### src/rtl/fetch_unit.sv
// Instruction/data fetch unit: PC and data address register, a two-state memory
// access FSM, and an optional access watchdog enabled by defining FETCH_TIMEOUT_EN.
module fetch_unit #(
  parameter int ADDR_W  = 9,
  parameter int DATA_W  = 16,
  parameter int TIMEOUT = 15
) (
  input  logic              clk,
  input  logic              reset,
  input  logic              reset_pc,
  input  logic              load_pc,
  input  logic              addr_sel,
  input  logic              load_addr,
  input  logic [1:0]        mem_cmd,
  input  logic [DATA_W-1:0] datapath_out,
  output logic              mem_req,
  output logic              mem_we,
  output logic [ADDR_W-1:0] mem_addr,
  output logic [DATA_W-1:0] mem_wdata,
  input  logic [DATA_W-1:0] mem_rdata,
  input  logic              mem_ready,
  output logic [DATA_W-1:0] read_data,
  output logic              rd_valid,
  output logic              busy,
  output logic [ADDR_W-1:0] pc,
  output logic              err
);

  typedef enum logic {
    IDLE   = 1'b0,
    ACCESS = 1'b1
  } state_e;

  state_e              state_q,     state_d;
  logic [ADDR_W-1:0]   pc_q,        pc_d;
  logic [ADDR_W-1:0]   dar_q,       dar_d;
  logic [ADDR_W-1:0]   mem_addr_q,  mem_addr_d;
  logic [DATA_W-1:0]   mem_wdata_q, mem_wdata_d;
  logic                mem_we_q,    mem_we_d;
  logic [DATA_W-1:0]   read_data_q, read_data_d;
  logic                rd_valid_q,  rd_valid_d;

  // Only 01 (read) and 10 (write) start an access; 00 and 11 are no-ops.
  logic cmd_valid;
  assign cmd_valid = mem_cmd[0] ^ mem_cmd[1];

`ifdef FETCH_TIMEOUT_EN
  localparam int CNT_W = (TIMEOUT > 1) ? $clog2(TIMEOUT + 1) : 1;

  logic [CNT_W-1:0] cnt_q, cnt_d;
  logic             err_q, err_d;
`else
  // TIMEOUT only shapes the watchdog, which this build leaves out.
  if (TIMEOUT < 1) begin : g_timeout_unused
  end
`endif

  always_comb begin
    // NOTE: every _d starts as its _q so no path through this block leaves a
    // signal unassigned, which would otherwise infer a latch.
    state_d     = state_q;
    pc_d        = pc_q;
    dar_d       = dar_q;
    mem_addr_d  = mem_addr_q;
    mem_wdata_d = mem_wdata_q;
    mem_we_d    = mem_we_q;
    read_data_d = read_data_q;
    rd_valid_d  = 1'b0;
`ifdef FETCH_TIMEOUT_EN
    cnt_d       = cnt_q;
    err_d       = err_q;
`endif

    case (state_q)
      IDLE: begin
        // Launch address is taken from pre-edge pc/DAR, so a same-cycle load
        // of either register affects only the next access.
        if (cmd_valid) begin
          state_d     = ACCESS;
          mem_addr_d  = addr_sel ? pc_q : dar_q;
          mem_we_d    = mem_cmd[1];
          mem_wdata_d = datapath_out;
`ifdef FETCH_TIMEOUT_EN
          cnt_d       = '0;
`endif
        end
        if (load_pc) begin
          pc_d = reset_pc ? '0 : pc_q + ADDR_W'(1);
        end
        if (load_addr) begin
          dar_d = datapath_out[ADDR_W-1:0];
        end
      end

      ACCESS: begin
        if (mem_ready) begin
          state_d = IDLE;
          if (!mem_we_q) begin
            read_data_d = mem_rdata;
            rd_valid_d  = 1'b1;
          end
        end
`ifdef FETCH_TIMEOUT_EN
        else if (cnt_q == CNT_W'(TIMEOUT - 1)) begin
          state_d = IDLE;
          err_d   = 1'b1;
        end else begin
          cnt_d = cnt_q + CNT_W'(1);
        end
`endif
      end

      default: state_d = IDLE;
    endcase
  end

  always_ff @(posedge clk) begin
    // NOTE: state is written with non-blocking assignments so every flop
    // samples pre-edge values regardless of statement order.
    if (!reset) begin
      // NOTE: every register, including read_data, has a defined reset value;
      // nothing here is a memory array that could be left unreset.
      state_q     <= IDLE;
      pc_q        <= '0;
      dar_q       <= '0;
      mem_addr_q  <= '0;
      mem_wdata_q <= '0;
      mem_we_q    <= 1'b0;
      read_data_q <= '0;
      rd_valid_q  <= 1'b0;
`ifdef FETCH_TIMEOUT_EN
      cnt_q       <= '0;
      err_q       <= 1'b0;
`endif
    end else begin
      state_q     <= state_d;
      pc_q        <= pc_d;
      dar_q       <= dar_d;
      mem_addr_q  <= mem_addr_d;
      mem_wdata_q <= mem_wdata_d;
      mem_we_q    <= mem_we_d;
      read_data_q <= read_data_d;
      rd_valid_q  <= rd_valid_d;
`ifdef FETCH_TIMEOUT_EN
      cnt_q       <= cnt_d;
      err_q       <= err_d;
`endif
    end
  end

  assign mem_req   = (state_q == ACCESS);
  assign busy      = (state_q == ACCESS);
  assign mem_we    = mem_we_q;
  assign mem_addr  = mem_addr_q;
  assign mem_wdata = mem_wdata_q;
  assign read_data = read_data_q;
  assign rd_valid  = rd_valid_q;
  assign pc        = pc_q;
`ifdef FETCH_TIMEOUT_EN
  assign err       = err_q;
`else
  assign err       = 1'b0;
`endif

endmodule

### config.mk
export PLATFORM = sky130hd
export DESIGN_NAME = fetch_unit
export DESIGN_NICKNAME = d
export VERILOG_FILES = /design/src/rtl/fetch_unit.sv
export SDC_FILE = /design/constraint.sdc
export NUM_CORES = 1
export LEC_CHECK = 0
export ABC_AREA = 1
export BUFFER_PORTS_ARGS = -buffer_cell sky130_fd_sc_hd__clkbuf_2
export CAP_MARGIN = 20
export CORE_ASPECT_RATIO = 0.5
export CORE_MARGIN = 3
export CORE_UTILIZATION = 51
export CTS_CLUSTER_SIZE = 30
export DETAILED_ROUTE_END_ITERATION = 16
export GPL_TIMING_DRIVEN = 0
export PLACE_DENSITY_LB_ADDON = 0.05
export REMOVE_ABC_BUFFERS = 1
export SLEW_MARGIN = 20
export SYNTH_ARGS = -nofsm -noshare
export SYNTH_HDL_FRONTEND = slang
export SYNTH_SLANG_ARGS = --single-unit
### constraint.sdc
create_clock -name clk -period 2.39 [get_ports clk]
set_input_delay 0.3585 -clock clk [delete_from_list [all_inputs] [get_ports clk]]
set_output_delay 0.3585 -clock clk [all_outputs]
set_load 0.01 [all_outputs]
==> metrics <==
Initial Util=57.2%; Syn Inst Count=325; root buf cell=clkbuf_8; MaxCap Viol Count=0; area grow syn2layout=26.9%; Synth Area per Inst=7.43 µm²; vias in the first global route=2119; grt ovf=0; Synth Cell Area=0.00242 mm²; post-synth cell types=24; Max Freq=0.592 GHz; final setup vio count=0; most common cell after layout, fill and taps aside=clkbuf_2; worst ir drop on vdd=478 µV; final WL=5820 µm; register area share after synthesis=51.4%; Die X=103 µm; WP data arrival=1.88 ns; fin nets=456; post-CTS resize count=0; Num CTS Buffers=9; vias per inst=4.78; gr usage total=22.2%; Placement Rows=16; clock sink count=62; share of post-route cells with drive strength above 1=28.2%; crit share post-route=70.7%; IO Pins=96; most frequent cells in the layout=clkbuf_2 (94), nand2_1 (85), dfxtp_1 (62); CP Data Required Time=2.59 ns; synth warn=0; setup_tns=0 ns; core area=0.00422 mm²; largest net degree at the start of global routing=29; Fillers=347; hold buffer count at CTS=0; Slew Viols, Final=0; WL/cell=12.1 µm; FF+latch count, synth=62; Worst Setup End Kind=flop; post-route ant nets=0; run status=finished, final reports clean; CP max FO=28; Port Buffers=94; global-route wire length before repair=9400 µm; Residual DRC=0; clock tree buffer depth=2; PwrDens=754 mW/mm²; drt pass-1 iters=4; post-DP HPWL=4140 µm; Tightest Pin Transition=0.745 ns; Clk Latency, worst-skew pair=0.34 ns; first-iteration detailed-routing DRC count=50; vias=2304; routability cong.=0.833; initial antenna violation count=0; htree depth=3; Tmin final=1.69 ns; CP Class=reg -> reg; CTS tree=done; reg2reg setup slack=0.70 ns; Final Hold Viols=0; Slew HR=50.0%; end-of-flow core utilization=72.6%; clock skew=0.00740 ns; number of diodes=0; P_leak=1.44 nW; critical path launch point type=flop; Die Area=0.00565 mm²; Worst-path clk slew=0.07 ns; RSZ-0062 raised after global routing=no; Post-CTS Setup Bufs=0; die height=54.7 µm; Hold WC Path Type=in -> reg
## layout make-up
cell class	count	area [µm²]	share of cell area [%]
flip-flops and latches	62	1240	40.5
clock buffers	9	124	4.04
clock inverters	7	73.8	2.41
multi-input cells	223	987	32.2
inverters	24	91.3	2.98
well taps	63	78.8	2.57
repair buffers	94	470	15.3
## worst max-delay path, cell delays in order (launching register included)
cell	delay (ns)
dfxtp_1	0.45
inv_2	0.15
nand3_4	0.30
clkinv_2	0.40
nand2_1	0.16
a21oi_1	0.07
## report_power, final
part	total (mW)	internal, mW	switching, mW
sequential	1.13	1.10	0.0337
combinational	0.282	0.104	0.178
clock	0.901	0.482	0.419
total	2.31	1.68	0.631
## flip-flops by register name (all words and copies together), names as in the netlist
name and count:
busy 1, dar_q 9, mem_addr 9, mem_wdata 16, mem_we 1, pc 9
rd_valid 1, read_data 16
## final timing paths
path,from,end,cells after the start
max,busy,mem_wdata[6],5
min,mem_rdata[14],read_data[14],3
min reg2reg,dar_q[4],dar_q[4],2
max reg2reg,busy,mem_wdata[6],5
## stage by stage
step / std cells / worst slack [ns] / power (mW) / hold WS (ns) / instance area [µm²]
6_report: 482 / 0.701 / 2.31 / 0.244 / 3070
5_1_grt: 482 / 0.526 / 2.43 / 0.239 / 3070
4_1_cts: 482 / 0.710 / 2.34 / 0.229 / 3070
3_5_place_dp: 466 / 0.443 / 1.44 / 0.446 / 2870
3_3_place_gp: 466 / 0.498 / 1.43 / 0.439 / 2870
2_1_floorplan: 309 / 1.01 / 1.30 / 0.424 / 2320
## cell usage after synthesis
library cell	n	area, µm²
nor2_4	1	11.3
conb_1	1	3.75
buf_1	2	7.51
inv_1	20	75.1
clkbuf_1	1	3.75
buf_2	8	40.0
nand2_2	2	12.5
buf_4	3	22.5
clkinv_2	1	5.00
clkinv_1	1	3.75
o21ai_1	4	20.0
buf_6	2	22.5
nand3_4	1	17.5
nand3_2	1	10.0
nand3_1	7	35.0
ha_1	1	12.5
nand2_1	85	319
nor3_1	1	5.00
nor2_1	47	176
xor2_1	1	8.76
o21ai_0	32	160
dfxtp_1	62	1240
a21oi_1	39	195
inv_2	2	7.51
## logic make-up (layout without fill, tap and decap cells)
logic type      count (synthesis)  after routing  synth area share (%)
simple gates                  145            145                  24.3
compound gates                 75             75                  15.5
flops                          62             62                  51.4
buf+inv                        40            134                  7.77
fa+ha+maj                       1              1                 0.518
other cells                     1              1                 0.155
xor+xnor                        1              1                 0.363
## metal layers
layer	wire length (µm)	global-route usage, %
met4	69	7.74
met5	0	0
met2	2700	38.4
met3	565	11.3
met1	2480	23.9
(Power assumes the default switching activity.)
